<file path="src/rtl/ord_tx_if.sv">
// Bundle of the order-input, outbound-beat and statistics signals of ord_tx.
// master is the surrounding logic (upstream, MAC and host); slave is ord_tx itself.
interface ord_tx_if #(
  parameter int DEPTH      = 4,
  parameter int DATA_WIDTH = 128,
  parameter int OUT_WIDTH  = 64
);
  localparam int LW = $clog2(DEPTH) + 1;

  logic                  ord_valid;
  logic [DATA_WIDTH-1:0] ord_data;
  logic                  ord_ready;
  logic                  tx_valid;
  logic                  tx_ready;
  logic [OUT_WIDTH-1:0]  tx_data;
  logic                  tx_sop;
  logic                  tx_eop;
  logic                  clr_stats;
  logic [15:0]           drop_cnt;
  logic                  overflow;
  logic [LW-1:0]         fifo_level;

  modport master (
    output ord_valid, ord_data, tx_ready, clr_stats,
    input  ord_ready, tx_valid, tx_data, tx_sop, tx_eop, drop_cnt, overflow, fifo_level
  );

  modport slave (
    input  ord_valid, ord_data, tx_ready, clr_stats,
    output ord_ready, tx_valid, tx_data, tx_sop, tx_eop, drop_cnt, overflow, fifo_level
  );
endinterface

</file>
<file path="src/rtl/ord_tx.sv">
// Order transmitter: buffers 128-bit order records in a small FIFO and frames each
// one as a 3-beat packet (header with sequence number, two payload beats).
module ord_tx #(
  parameter int          DEPTH      = 4,
  parameter int          DATA_WIDTH = 128,
  parameter int          OUT_WIDTH  = 64,
  parameter logic [15:0] HDR_TAG    = 16'hA55A,
  parameter logic [31:0] SEQ_INIT   = 32'h0000_0000
) (
  input logic     clk,
  input logic     reset_n,
  ord_tx_if.slave ord_io
);
  localparam int AW = $clog2(DEPTH);
  localparam int LW = $clog2(DEPTH) + 1;

  typedef enum logic [1:0] {IDLE, HDR, PL0, PL1} state_t;

  logic [DATA_WIDTH-1:0] mem [DEPTH];
  logic [AW-1:0]         wrPtr_q;
  logic [AW-1:0]         rdPtr_q;
  logic [LW-1:0]         level_q;
  logic [LW-1:0]         level_d;
  logic [31:0]           seq_q;
  state_t                state_q;
  logic                  txValid_q;
  logic                  txSop_q;
  logic                  txEop_q;
  logic [OUT_WIDTH-1:0]  txData_q;
  logic [15:0]           dropCnt_q;
  logic                  overflow_q;

  logic                  full;
  logic                  pushEn;
  logic                  dropEv;
  logic                  popEn;
  logic                  accept;
  logic [DATA_WIDTH-1:0] head;
  logic [31:0]           seqNext;

  function automatic logic [OUT_WIDTH-1:0] hdrBeat(input logic [31:0] s);
    return {HDR_TAG, 16'h0000, s};
  endfunction

  // Fullness uses the registered level only, so a same-cycle pop never rescues a push.
  assign full    = (level_q == LW'(DEPTH));
  assign pushEn  = ord_io.ord_valid && !full;
  assign dropEv  = ord_io.ord_valid && full;
  assign accept  = txValid_q && ord_io.tx_ready;
  assign popEn   = accept && txEop_q;
  assign head    = mem[rdPtr_q];
  assign seqNext = seq_q + 32'd1;

  always_comb begin
    level_d = level_q;
    if (pushEn && !popEn) begin
      level_d = level_q + LW'(1);
    end else if (!pushEn && popEn) begin
      level_d = level_q - LW'(1);
    end
  end

  always_ff @(posedge clk) begin
    if (reset_n && pushEn) begin
      mem[wrPtr_q] <= ord_io.ord_data;
    end
  end

  always_ff @(posedge clk) begin
    if (!reset_n) begin
      wrPtr_q <= '0;
      rdPtr_q <= '0;
      level_q <= '0;
    end else begin
      if (pushEn) begin
        wrPtr_q <= wrPtr_q + AW'(1);
      end
      if (popEn) begin
        rdPtr_q <= rdPtr_q + AW'(1);
      end
      level_q <= level_d;
    end
  end

  // A clear in the same cycle as a drop wipes the old count first, then counts the drop.
  always_ff @(posedge clk) begin
    if (!reset_n) begin
      dropCnt_q  <= '0;
      overflow_q <= 1'b0;
    end else if (ord_io.clr_stats) begin
      dropCnt_q  <= dropEv ? 16'd1 : 16'd0;
      overflow_q <= dropEv;
    end else if (dropEv) begin
      if (dropCnt_q != 16'hFFFF) begin
        dropCnt_q <= dropCnt_q + 16'd1;
      end
      overflow_q <= 1'b1;
    end
  end

  always_ff @(posedge clk) begin
    if (!reset_n) begin
      state_q   <= IDLE;
      seq_q     <= SEQ_INIT;
      txValid_q <= 1'b0;
      txSop_q   <= 1'b0;
      txEop_q   <= 1'b0;
      txData_q  <= '0;
    end else begin
      case (state_q)
        IDLE: begin
          if (level_q != '0) begin
            state_q   <= HDR;
            txValid_q <= 1'b1;
            txSop_q   <= 1'b1;
            txData_q  <= hdrBeat(seq_q);
          end
        end
        HDR: begin
          if (ord_io.tx_ready) begin
            state_q  <= PL0;
            txSop_q  <= 1'b0;
            txData_q <= head[DATA_WIDTH-1:OUT_WIDTH];
          end
        end
        PL0: begin
          if (ord_io.tx_ready) begin
            state_q  <= PL1;
            txEop_q  <= 1'b1;
            txData_q <= head[OUT_WIDTH-1:0];
          end
        end
        PL1: begin
          if (ord_io.tx_ready) begin
            seq_q   <= seqNext;
            txEop_q <= 1'b0;
            // Another record already queued: its header follows without a bubble.
            if (level_q > LW'(1)) begin
              state_q  <= HDR;
              txSop_q  <= 1'b1;
              txData_q <= hdrBeat(seqNext);
            end else begin
              state_q   <= IDLE;
              txValid_q <= 1'b0;
              txData_q  <= '0;
            end
          end
        end
        default: begin
          state_q   <= IDLE;
          txValid_q <= 1'b0;
          txSop_q   <= 1'b0;
          txEop_q   <= 1'b0;
          txData_q  <= '0;
        end
      endcase
    end
  end

  assign ord_io.ord_ready  = !full;
  assign ord_io.tx_valid   = txValid_q;
  assign ord_io.tx_data    = txData_q;
  assign ord_io.tx_sop     = txSop_q;
  assign ord_io.tx_eop     = txEop_q;
  assign ord_io.drop_cnt   = dropCnt_q;
  assign ord_io.overflow   = overflow_q;
  assign ord_io.fifo_level = level_q;
endmodule
</file>
<file path="src/flat_wrapper.sv">
// flat-port wrapper written by rule: the top's interface ports become plain ports
module ord_tx_flat 
#(
  parameter int          DEPTH      = 4,
  parameter int          DATA_WIDTH = 128,
  parameter int          OUT_WIDTH  = 64,
  parameter logic [15:0] HDR_TAG    = 16'hA55A,
  parameter logic [31:0] SEQ_INIT   = 32'h0000_0000
)
  (clk, reset_n, ord_io_ord_valid, ord_io_ord_data, ord_io_tx_ready, ord_io_clr_stats, ord_io_ord_ready, ord_io_tx_valid, ord_io_tx_data, ord_io_tx_sop, ord_io_tx_eop, ord_io_drop_cnt, ord_io_overflow, ord_io_fifo_level);
  ord_tx_if #(.DEPTH(DEPTH), .DATA_WIDTH(DATA_WIDTH), .OUT_WIDTH(OUT_WIDTH)) ord_io_i ();
  input logic clk;
  input logic reset_n;
  input wire logic [$bits(ord_io_i.ord_valid)-1:0] ord_io_ord_valid;
  input wire logic [$bits(ord_io_i.ord_data)-1:0] ord_io_ord_data;
  input wire logic [$bits(ord_io_i.tx_ready)-1:0] ord_io_tx_ready;
  input wire logic [$bits(ord_io_i.clr_stats)-1:0] ord_io_clr_stats;
  output wire logic [$bits(ord_io_i.ord_ready)-1:0] ord_io_ord_ready;
  output wire logic [$bits(ord_io_i.tx_valid)-1:0] ord_io_tx_valid;
  output wire logic [$bits(ord_io_i.tx_data)-1:0] ord_io_tx_data;
  output wire logic [$bits(ord_io_i.tx_sop)-1:0] ord_io_tx_sop;
  output wire logic [$bits(ord_io_i.tx_eop)-1:0] ord_io_tx_eop;
  output wire logic [$bits(ord_io_i.drop_cnt)-1:0] ord_io_drop_cnt;
  output wire logic [$bits(ord_io_i.overflow)-1:0] ord_io_overflow;
  output wire logic [$bits(ord_io_i.fifo_level)-1:0] ord_io_fifo_level;
  assign ord_io_i.ord_valid = ord_io_ord_valid;
  assign ord_io_i.ord_data = ord_io_ord_data;
  assign ord_io_i.tx_ready = ord_io_tx_ready;
  assign ord_io_i.clr_stats = ord_io_clr_stats;
  assign ord_io_ord_ready = ord_io_i.ord_ready;
  assign ord_io_tx_valid = ord_io_i.tx_valid;
  assign ord_io_tx_data = ord_io_i.tx_data;
  assign ord_io_tx_sop = ord_io_i.tx_sop;
  assign ord_io_tx_eop = ord_io_i.tx_eop;
  assign ord_io_drop_cnt = ord_io_i.drop_cnt;
  assign ord_io_overflow = ord_io_i.overflow;
  assign ord_io_fifo_level = ord_io_i.fifo_level;
  ord_tx #(.DEPTH(DEPTH), .DATA_WIDTH(DATA_WIDTH), .OUT_WIDTH(OUT_WIDTH), .HDR_TAG(HDR_TAG), .SEQ_INIT(SEQ_INIT)) u_core (.clk(clk), .reset_n(reset_n), .ord_io(ord_io_i));
endmodule
</file>
<file path="config.mk">
export PLATFORM = sky130hd
export DESIGN_NAME = ord_tx_flat
export DESIGN_NICKNAME = d
export VERILOG_FILES = /design/src/rtl/ord_tx_if.sv /design/src/rtl/ord_tx.sv /design/src/flat_wrapper.sv
export SDC_FILE = /design/constraint.sdc
export NUM_CORES = 1
export LEC_CHECK = 0
export ABC_CLOCK_PERIOD_IN_PS = 12400
export BUFFER_PORTS_ARGS = -buffer_cell sky130_fd_sc_hd__buf_4
export CORE_MARGIN = 2
export CORE_UTILIZATION = 65
export CTS_BUF_LIST = sky130_fd_sc_hd__clkbuf_2 sky130_fd_sc_hd__clkbuf_4 sky130_fd_sc_hd__clkbuf_8
export CTS_CLUSTER_DIAMETER = 80
export DETAILED_ROUTE_END_ITERATION = 6
export GPL_TIMING_DRIVEN = 0
export PLACE_DENSITY = 0.93
export SETUP_SLACK_MARGIN = 0.15
export SLEW_MARGIN = 10
export SYNTH_ARGS = -nofsm -noshare
export SYNTH_HDL_FRONTEND = slang
export SYNTH_SLANG_ARGS = --single-unit
export TNS_END_PERCENT = 5
</file>
<file path="constraint.sdc">
create_clock -name clk -period 12.4 [get_ports clk]
set_clock_uncertainty 0.15 [all_clocks]
set_input_delay 2.48 -clock clk [delete_from_list [all_inputs] [get_ports clk]]
set_output_delay 2.48 -clock clk [all_outputs]
set_load 0.02 [all_outputs]
</file>
# Word-level counts from Yosys, hierarchy flattened
# Memories as Yosys holds them, arrays and structs flattened. A register that Yosys moved wholly into a read port is not among the register bits.
# Cells that the tools add are included.
[totals] mem_bits_ro=0 latch_bits=0 inputBits=133 memories=1 word_cells=88 output_inout_bits=88 regBits=125 ram_bits=512
[op_classes] shift=0 div=0 n_reduce_logical=24 n_addsub=6 n_mul=0 n_eq_ne=11 n_mux=34 order_cmp=1 n_bitwise=0
[mem_list] name="u_core.mem" words=4 width=128 read_ports=1 rd_clocked_by_memory_dff=1 wr=1 line_no="ord_tx.sv:19" text="logic [DATA_WIDTH-1:0] mem [DEPTH];"
[ops] op="$mux 64" n=5
[ops] op="$pmux 64 s4" n=1
[ops] op="$mux 16" n=3
[ops] op="$add 32x1->32 const B" n=1
[ops] op="$add 16x1->16 const B" n=1
[ops] op="$ne 16x16->1 const B" n=1
[ops] op="$mux 1" n=13
[ops] op="$mux 2" n=6
[ops] op="$reduce_bool 2->1" n=5
[ops] op="$ne 2x2->1 const B" n=4
[ops] op="$pmux 2 s4" n=1
[ops] op="$reduce_and 4->1" n=2
[ops] op="$logic_and 1x1->1" n=7
[ops] op="$mux 3" n=2
[ops] op="$reduce_bool 3->1" n=2
[ops] op="$reduce_and 5->1" n=1
[ops] op="$add 2x1->2 const B" n=2
[ops] op="$eq 2x2->1 const B" n=2
[ops] op="$ne 2x1->1 const B" n=2
[ops] op="$pmux 1 s2" n=2
[ops] op="$reduce_and 2->1" n=2
[ops] op="$add 3x1->3 const B" n=1
[ops] op="$eq 3x3->1 const B" n=1
[ops] op="$gt 3x1->1 const B" n=1
[ops] op="6 further kinds" n=8

# Longest topological paths before layout
# Gate-level depths: netlist of the first run.
[depth] ltp_word=7 ltp_mapped=10 mapped_depth_nobuf=9

# Worst setup path after synthesis of the first run
# OpenSTA, ideal clock, no wires.
[synth_timing] kind="in2reg" startpoint="input reset_n" endpoint="memory u_core.mem[0][0], enable pin" path_slack_ns=5.792 n_path_buf=2 t_arrival_ns=5.955 setup_time_ns=0.503 stages=3 cell_sequence="buf_2 clkbuf_1 and3_1"
[synth_via] elab_chain_len=3
[synth_lines] element="start: declaration" line_no="flat_wrapper.sv:13" text="input logic reset_n;"
[synth_lines] element="$logic_and 1x1->1" line_no="ord_tx.sv:64" text="if (reset_n && pushEn) begin"
[synth_lines] element="$mux 1" line_no="ord_tx.sv:64"
[synth_lines] element="$mux 1 (implied by the code)" line_no="ord_tx.sv:65" text="mem[wrPtr_q] <= ord_io.ord_data;"
[synth_lines] element="end: declaration" line_no="ord_tx.sv:19"
# No other way between the ends.

# Final worst setup path of the first run
[layout_timing] startpoint="input ord_io_tx_ready" endpoint="register u_core.txData_q[62], in the netlist u_core.ord_io.tx_data[62]"
[layout_via] elab_chain_len=2
[layout_lines] element="start: declaration" line_no="flat_wrapper.sv:16" text="input wire logic [$bits(ord_io_i.tx_ready)-1:0] ord_io_tx_ready;"
[layout_lines] element="$ne 2x2->1 (no line)"
[layout_lines] element="$reduce_and 4->1 (no line) *"
[layout_lines] element="end signal: assignment" line_no="ord_tx.sv:116" text="txData_q <= hdrBeat(seq_q);"
[layout_lines] element="end signal: assignment" line_no="ord_tx.sv:123" text="txData_q <= head[DATA_WIDTH-1:OUT_WIDTH];"
[layout_lines] element="end signal: assignment" line_no="ord_tx.sv:130" text="txData_q <= head[OUT_WIDTH-1:0];"
[layout_lines] element="end: declaration" line_no="ord_tx.sv:29" text="logic [OUT_WIDTH-1:0] txData_q;"
# Mark *: on every way between the ends. The rest lies on a longest branch, timed or not.
# A chain may end at the register's enable or synchronous reset.

==> metrics.txt, run 1 <==
# TYPE chip_impl_metric gauge
chip_impl_info{name="outcome",value="complete, no violations"} 1
chip_impl_metric{name="yosysTopAreaCellShare",unit="%"} 60.9
chip_impl_metric{name="timing.critical_path.arrival",unit="ns"} 5.27
chip_impl_info{name="synth_top_area_cell",value="edfxtp_1"} 1
chip_impl_metric{name="place.gp.congestion",unit=""} 0.972
chip_impl_metric{name="vdd.ir_drop.worst",unit="V"} 0.000145
chip_impl_info{name="ys_dominant_reg_cell",value="edfxtp_1"} 1
chip_impl_metric{name="grt-ovfl-total",unit=""} 0
chip_impl_metric{name="place_worst_setup_slack",unit="ns"} 7.07
chip_impl_info{name="ctsRootBufferMaster",value="clkbuf_8"} 1
chip_impl_metric{name="synth_seq_cells",unit=""} 639
chip_impl_metric{name="final_cell_area_excluding_filler_cells",unit="sq um"} 29800
chip_impl_metric{name="syn_inst",unit=""} 1508
chip_impl_metric{name="cts_setup_buffers",unit=""} 0
chip_impl_metric{name="grt_pass1_wl",unit="um"} 97600
chip_impl_metric{name="detail_route.iter0.violations",unit=""} 1810
chip_impl_metric{name="drc_errors",unit=""} 0
chip_impl_metric{name="slew_headroom",unit="%"} 31.9
chip_impl_metric{name="final-hold-violation-count",unit=""} 0
chip_impl_info{name="yosys-top-cells-area",value="edfxtp_1 61%, mux4_2 11%, dfxtp_1 10%, a22oi_1 1.7%, nor2_1 1.3%"} 1
chip_impl_metric{name="report.final.setup_viol",unit=""} 0
chip_impl_metric{name="io_pins",unit=""} 221
chip_impl_metric{name="fp-row-count",unit=""} 72
chip_impl_metric{name="finalCoreUtilization",unit="%"} 77.4
chip_impl_metric{name="port_buffer_count",unit=""} 218
chip_impl_metric{name="placed_cell_area",unit="sq um"} 27800
chip_impl_metric{name="core_area",unit="sq um"} 38500
chip_impl_metric{name="seq_area_frac_synth",unit="%"} 70.9
chip_impl_metric{name="postRouteAntennaNets",unit=""} 0
chip_impl_metric{name="synth_edf_count",unit=""} 512
chip_impl_metric{name="place.detailed.hpwl",unit="um"} 43100
chip_impl_metric{name="yosys_warnings",unit=""} 0
chip_impl_metric{name="setup-tns-final",unit="ns"} 0
chip_impl_metric{name="met2WireLength",unit="um"} 32600
chip_impl_metric{name="met3RoutedLength",unit="um"} 7600
chip_impl_metric{name="p_total",unit="uW"} 5400
chip_impl_metric{name="insertion_delay",unit="ns"} 0.67
chip_impl_metric{name="critical_path.max_fanout",unit=""} 10
chip_impl_info{name="min_path_type",value="flip-flop to flip-flop"} 1
chip_impl_metric{name="slew_at_the_pin_closest_to_its_max_slew_limit",unit="ns"} 1.02
chip_impl_metric{name="initial_utilization",unit="%"} 65.7
chip_impl_metric{name="total_leakage_power",unit="uW"} 0.00986
chip_impl_metric{name="fill_cells",unit=""} 1976
chip_impl_metric{name="via_count",unit=""} 16200
chip_impl_info{name="synthMostInstantiatedCell",value="edfxtp_1"} 1
chip_impl_metric{name="clock_path_buffers",unit=""} 3
chip_impl_metric{name="grt_max_degree",unit=""} 55
chip_impl_metric{name="tcrit_tclk_final",unit="%"} 38.9
chip_impl_info{name="rsz0062_at_grt",value="no"} 1
chip_impl_metric{name="synth-async-reset-ratio",unit="%"} 0
chip_impl_info{name="worstSetupStartpointType",value="primary input"} 1
chip_impl_metric{name="fp.dieW",unit="um"} 201
chip_impl_metric{name="cts-buffers-inserted",unit=""} 97
chip_impl_metric{name="wl_per_instance",unit="um"} 27.2
chip_impl_metric{name="vertical_die_dimension",unit="um"} 201
chip_impl_metric{name="required",unit="ns"} 12.84
chip_impl_metric{name="die_area",unit="sq um"} 40400
chip_impl_metric{name="avgSynthCellArea",unit="sq um"} 16.7
chip_impl_metric{name="worst_setup_hold_path_clk_slew",unit="ns"} 0.07
chip_impl_metric{name="cap_viol_max_count",unit=""} 0
chip_impl_info{name="setup.worst_path.end_class",value="flip-flop"} 1
chip_impl_metric{name="timing.fmax",unit="MHz"} 207
chip_impl_metric{name="first_pass_iters",unit=""} 6
chip_impl_metric{name="via_per_inst",unit=""} 6.67
chip_impl_metric{name="htree_num_levels",unit=""} 3
chip_impl_metric{name="synthesized_cell_area",unit="sq um"} 25300
chip_impl_metric{name="post_cts_hold_buffer_count",unit=""} 0
chip_impl_metric{name="post_detailed_routing_wire_length",unit="um"} 66300
chip_impl_metric{name="cts.sinks",unit=""} 639
chip_impl_metric{name="slew_violations",unit=""} 0
chip_impl_metric{name="post-route-worst-setup-slack",unit="ns"} 7.58
chip_impl_metric{name="final.min_clock_period",unit="ns"} 4.82
chip_impl_info{name="netlist_top_cells_count",value="512 x edfxtp_1, 128 x mux4_2, 127 x dfxtp_1"} 1
chip_impl_metric{name="layout-area-overhead-vs-synth",unit="%"} 17.9
chip_impl_metric{name="gr-usage-all-layers",unit="%"} 32.7
chip_impl_metric{name="areal_power_density_over_the_cells",unit="nW/um^2"} 182
chip_impl_metric{name="detail_route.wirelength.met1",unit="um"} 22800
chip_impl_info{name="highest-signal-layer",value="met5"} 1
chip_impl_info{name="tritoncts_clock_tree",value="done"} 1
chip_impl_metric{name="first_global_vias",unit=""} 16400
chip_impl_metric{name="cts_repair_resized_insts",unit=""} 0
chip_impl_info{name="criticalPathCategory",value="primary input to flip-flop"} 1
chip_impl_metric{name="ratio_of_cells_with_drive_above_1_in_the_final_layout",unit="%"} 29.1
chip_impl_metric{name="synth.lib_cells_used.distinct",unit=""} 63
chip_impl_metric{name="antenna_violations_before_repair",unit=""} 8
chip_impl_metric{name="nNetsFinal",unit=""} 1981
chip_impl_metric{name="syn_nets",unit=""} 1656
power breakdown:
part	switching, uW	internal, uW	total [uW]
clock	800	942	1740
combinational	762	371	1130
sequential	70.1	2460	2530
metal layers:
| metal | up-vias | global-route usage (%) |
|---|---|---|
| met5 | - | 0 |
| met4 | 6 | 17.2 |
| met3 | 213 | 7.94 |
| met2 | 1134 | 53.9 |
| met1 | 8109 | 40.8 |
| li1 | 6781 | - |
worst max-delay path: stages:
cell,delay (ns)
clkbuf_1,0.31
nand2b_1,0.18
o221ai_1,0.42
nor2_1,0.26
clkbuf_1,0.65
buf_1,0.62
a22oi_1,0.20
nor2_1,0.14
sequential cells by signal (all words and copies together), names as in the netlist, 2 cells and up, named ones only:
register / cells
u_core.mem: 512
u_core.ord_io.drop_cnt: 16
u_core.ord_io.fifo_level: 3
u_core.ord_io.tx_data: 64
u_core.rdPtr_q: 2
u_core.seq_q: 32
u_core.state_q: 2
u_core.wrPtr_q: 2
kinds of logic after synthesis:
kind of cell             synth area share (%)
flip-flops                               70.9
AO/OA/AOI/OAI                            7.69
XOR/XNOR                                 1.21
adder cells (fa/ha/maj)                 0.743
multiplexers                             11.5
AND/OR/NAND/NOR                          5.71
buffers and inverters                    2.16
area by class of cell:
type | instances | area (sq um) | area share [%]
antenna | 5 | 12.5 | 0.0420
buffer | 111 | 478 | 1.61
clock buffer | 145 | 1780 | 5.99
clock inverter | 34 | 193 | 0.647
inverter | 18 | 67.6 | 0.227
multi-input combinational | 740 | 6810 | 22.9
sequential | 639 | 17900 | 60.2
tap | 518 | 648 | 2.18
timing repair buffer | 226 | 1860 | 6.24
final timing paths:
| kind | startpoint | end | slack, ns | cells after the start |
|---|---|---|---|---|
| setup / recovery | ord_io_tx_ready | u_core.ord_io.tx_data[62] | 7.58 | 8 |
| hold / removal | u_core.ord_io.tx_data[2] | u_core.ord_io.tx_data[2] | 0.33 | 2 |
| setup reg to reg | u_core.ord_io.fifo_level[1] | u_core.ord_io.tx_data[62] | 8.69 | 8 |
| hold reg to reg | u_core.ord_io.tx_data[2] | u_core.ord_io.tx_data[2] | 0.33 | 2 |
stage by stage:
step	hold slack (ns)	std cells
after floorplan	0.319	1508
after global placement	0.319	2244
after detailed placement	0.319	2252
after CTS	0.333	2431
after global routing	0.364	2434
final	0.335	2436
layout by cell type (no fill, tap or decap), types with 39 or more instances in the layout:
cell      synthesis  layout
nor2_1           86      86
clkbuf_1         78      78
nand2_1          53      53
a22oi_1          57      57
clkbuf_8          2     113
edfxtp_1        512     512
o21ai_0          40      40
mux4_2          128     128
dfxtp_1         127     127
buf_4             4     222
a21oi_1          39      39
(Power assumes the default switching activity.)
==> inputs of run 2 (changes only) <==
--- a/config.mk
+++ b/config.mk
@@ -5,15 +5,15 @@
 export SDC_FILE = /design/constraint.sdc
 export NUM_CORES = 1
 export LEC_CHECK = 0
-export ABC_CLOCK_PERIOD_IN_PS = 12400
+export ABC_CLOCK_PERIOD_IN_PS = 5100
 export BUFFER_PORTS_ARGS = -buffer_cell sky130_fd_sc_hd__buf_4
 export CORE_MARGIN = 2
-export CORE_UTILIZATION = 65
+export CORE_UTILIZATION = 62
 export CTS_BUF_LIST = sky130_fd_sc_hd__clkbuf_2 sky130_fd_sc_hd__clkbuf_4 sky130_fd_sc_hd__clkbuf_8
 export CTS_CLUSTER_DIAMETER = 80
 export DETAILED_ROUTE_END_ITERATION = 6
 export GPL_TIMING_DRIVEN = 0
-export PLACE_DENSITY = 0.93
+export PLACE_DENSITY = 0.89
 export SETUP_SLACK_MARGIN = 0.15
 export SLEW_MARGIN = 10
 export SYNTH_ARGS = -nofsm -noshare
==> constraint.sdc (replaced) <==
create_clock -name clk -period 5.1 [get_ports clk]
set_clock_uncertainty 0.15 [all_clocks]
set_input_delay 1.02 -clock clk [delete_from_list [all_inputs] [get_ports clk]]
set_output_delay 1.02 -clock clk [all_outputs]
set_load 0.02 [all_outputs]
==> metrics.txt, run 2 (synthesis results as in run 1) <==
# TYPE chip_impl_metric gauge
chip_impl_metric{name="post_detailed_routing_wire_length",unit="um"} 66300
chip_impl_metric{name="timing.fmax",unit="MHz"} 264
chip_impl_metric{name="vdd.ir_drop.worst",unit="V"} 0.000364
chip_impl_metric{name="worst_setup_hold_path_clk_slew",unit="ns"} 0.06
chip_impl_info{name="final_common_cell",value="edfxtp_1"} 1
chip_impl_metric{name="largest_register_ffs",unit=""} 512
chip_impl_metric{name="die_area",unit="sq um"} 42400
chip_impl_metric{name="initial_utilization",unit="%"} 63.1
chip_impl_metric{name="postRouteAntennaNets",unit=""} 0
chip_impl_metric{name="grt_pass1_wl",unit="um"} 97200
chip_impl_info{name="failed_checks",value="design-rule violations"} 1
chip_impl_metric{name="slew_headroom",unit="%"} 27.8
chip_impl_metric{name="required",unit="ns"} 5.54
chip_impl_metric{name="p_total",unit="uW"} 13200
chip_impl_metric{name="ratio_of_cells_with_drive_above_1_in_the_final_layout",unit="%"} 29.2
chip_impl_metric{name="first_global_vias",unit=""} 16100
chip_impl_metric{name="areal_power_density_over_the_cells",unit="nW/um^2"} 443
chip_impl_info{name="criticalPathCategory",value="flip-flop to flip-flop"} 1
chip_impl_info{name="worst_path_cell_with_the_longest_stage_delay",value="clkbuf_1"} 1
chip_impl_metric{name="via_count",unit=""} 16100
chip_impl_metric{name="critical_path.max_fanout",unit=""} 10
chip_impl_metric{name="cts_setup_buffers",unit=""} 0
chip_impl_info{name="tritoncts_clock_tree",value="done"} 1
chip_impl_metric{name="tcrit_tclk_final",unit="%"} 74.3
chip_impl_metric{name="timing.critical_path.arrival",unit="ns"} 4.23
chip_impl_metric{name="drc_errors",unit=""} 12
chip_impl_metric{name="gr-usage-all-layers",unit="%"} 31.8
chip_impl_metric{name="core_area",unit="sq um"} 40000
chip_impl_metric{name="slew_violations",unit=""} 0
chip_impl_metric{name="cap_viol_max_count",unit=""} 0
chip_impl_metric{name="nNetsFinal",unit=""} 1982
chip_impl_metric{name="antenna_violations_before_repair",unit=""} 4
chip_impl_metric{name="via_per_inst",unit=""} 6.57
chip_impl_metric{name="insertion_delay",unit="ns"} 0.67
chip_impl_metric{name="vertical_die_dimension",unit="um"} 206
chip_impl_metric{name="final-hold-violation-count",unit=""} 0
chip_impl_info{name="max_flop_register",value="u_core.mem"} 1
chip_impl_info{name="min_path_type",value="flip-flop to flip-flop"} 1
chip_impl_metric{name="cpPeakStageDelay",unit="ns"} 0.74
chip_impl_metric{name="io_pins",unit=""} 221
chip_impl_metric{name="placed_cell_area",unit="sq um"} 27800
chip_impl_metric{name="fp-row-count",unit=""} 73
chip_impl_metric{name="wl_per_instance",unit="um"} 27.2
chip_impl_metric{name="grt-ovfl-total",unit=""} 0
chip_impl_metric{name="total_leakage_power",unit="uW"} 0.00988
chip_impl_metric{name="first_pass_iters",unit=""} 7
chip_impl_metric{name="grt_max_degree",unit=""} 54
chip_impl_metric{name="cts_repair_resized_insts",unit=""} 0
chip_impl_metric{name="place.detailed.hpwl",unit="um"} 43300
chip_impl_info{name="rsz0062_at_grt",value="no"} 1
chip_impl_info{name="cp_cell_sequence",value="inv_1 -> ha_1 -> nand2_1 -> o221ai_1 -> nor2_1 -> clkbuf_1 -> buf_1 -> a22oi_1 -> nor2_1"} 1
chip_impl_info{name="outcome",value="finished, violations left"} 1
chip_impl_metric{name="layout-area-overhead-vs-synth",unit="%"} 18.0
chip_impl_metric{name="htree_num_levels",unit=""} 3
chip_impl_info{name="setup.worst_path.end_class",value="flip-flop"} 1
chip_impl_metric{name="final.min_clock_period",unit="ns"} 3.79
chip_impl_metric{name="final_cell_area_excluding_filler_cells",unit="sq um"} 29800
chip_impl_info{name="mostFrequentLayoutCells",value="512 x edfxtp_1, 222 x buf_4, 128 x mux4_2, 127 x dfxtp_1, 113 x clkbuf_8"} 1
chip_impl_info{name="ctsRootBufferMaster",value="clkbuf_8"} 1
chip_impl_metric{name="port_buffer_count",unit=""} 218
chip_impl_metric{name="cts-buffers-inserted",unit=""} 98
chip_impl_metric{name="detail_route.iter0.violations",unit=""} 1660
chip_impl_metric{name="post_cts_hold_buffer_count",unit=""} 0
chip_impl_info{name="worstSetupStartpointType",value="flip-flop"} 1
chip_impl_metric{name="fp.dieW",unit="um"} 206
chip_impl_metric{name="place.gp.congestion",unit=""} 0.930
chip_impl_info{name="cpMostUsedCell",value="nor2_1"} 1
chip_impl_metric{name="final.hold.worst_slack",unit="ns"} 0.325
chip_impl_metric{name="slew_at_the_pin_closest_to_its_max_slew_limit",unit="ns"} 1.08
chip_impl_metric{name="cts.sinks",unit=""} 639
chip_impl_metric{name="clock_path_buffers",unit=""} 3
chip_impl_metric{name="report.final.setup_viol",unit=""} 0
## run 2: final timing paths
check                               from                   endpoint  cells past startpoint  slack, ns
min reg2reg       u_core.ord_io.overflow     u_core.ord_io.overflow                      2       0.32
max reg2reg  u_core.ord_io.fifo_level[1]  u_core.ord_io.tx_data[57]                      9       1.31
min               u_core.ord_io.overflow     u_core.ord_io.overflow                      2       0.32
max          u_core.ord_io.fifo_level[1]  u_core.ord_io.tx_data[57]                      9       1.31
## run 2: power by group
group	leakage [uW]	total [uW]	internal, uW	switching, uW
clock network	0.00107	4330	2370	1960
logic	0.00312	2730	900	1830
registers	0.00568	6150	5980	175
total	0.00988	13200	9250	3970
## run 2: layer usage
layer | track usage [%] | vias to the layer above | routed length (um)
li1 | - | 6778 | -
met1 | 40.9 | 7976 | 23700
met2 | 50.0 | 1076 | 31800
met3 | 8.76 | 218 | 7490
met4 | 17.2 | 8 | 3340
met5 | 0 | - | 51
## run 2: area by class of cell
class / instances / area, sq um
flip-flops and latches: 639 / 17900
fillers: 2276 / 10200
plain buffers: 111 / 478
well taps: 525 / 657
diodes: 1 / 2.50
repair buffers: 226 / 1860
clock buffers: 149 / 1810
multi-input cells: 740 / 6810
clock inverters: 34 / 209
inverters: 18 / 67.6
## run 2: critical path, delay by kind of cell (launching register included)
family,cells,cell delay [ns]
AO/OA/AOI/OAI,2,0.55
adder cells (fa/ha/maj),1,0.31
buffers and inverters,3,1.56
flip-flops,1,0.56
AND/OR/NAND/NOR,3,0.56
## run 2: stage by stage
stage               TNS (ns)  setup slack, ns  cells  utilization [%]
floorplan              -6.07          -0.0474   1508                -
global placement    -1003.26            -2.61   2251             68.9
detailed placement         0             1.16   2259             69.5
CTS                        0             1.52   2442             74.5
global route               0             1.19   2442             74.5
finish                     0             1.31   2443             74.5
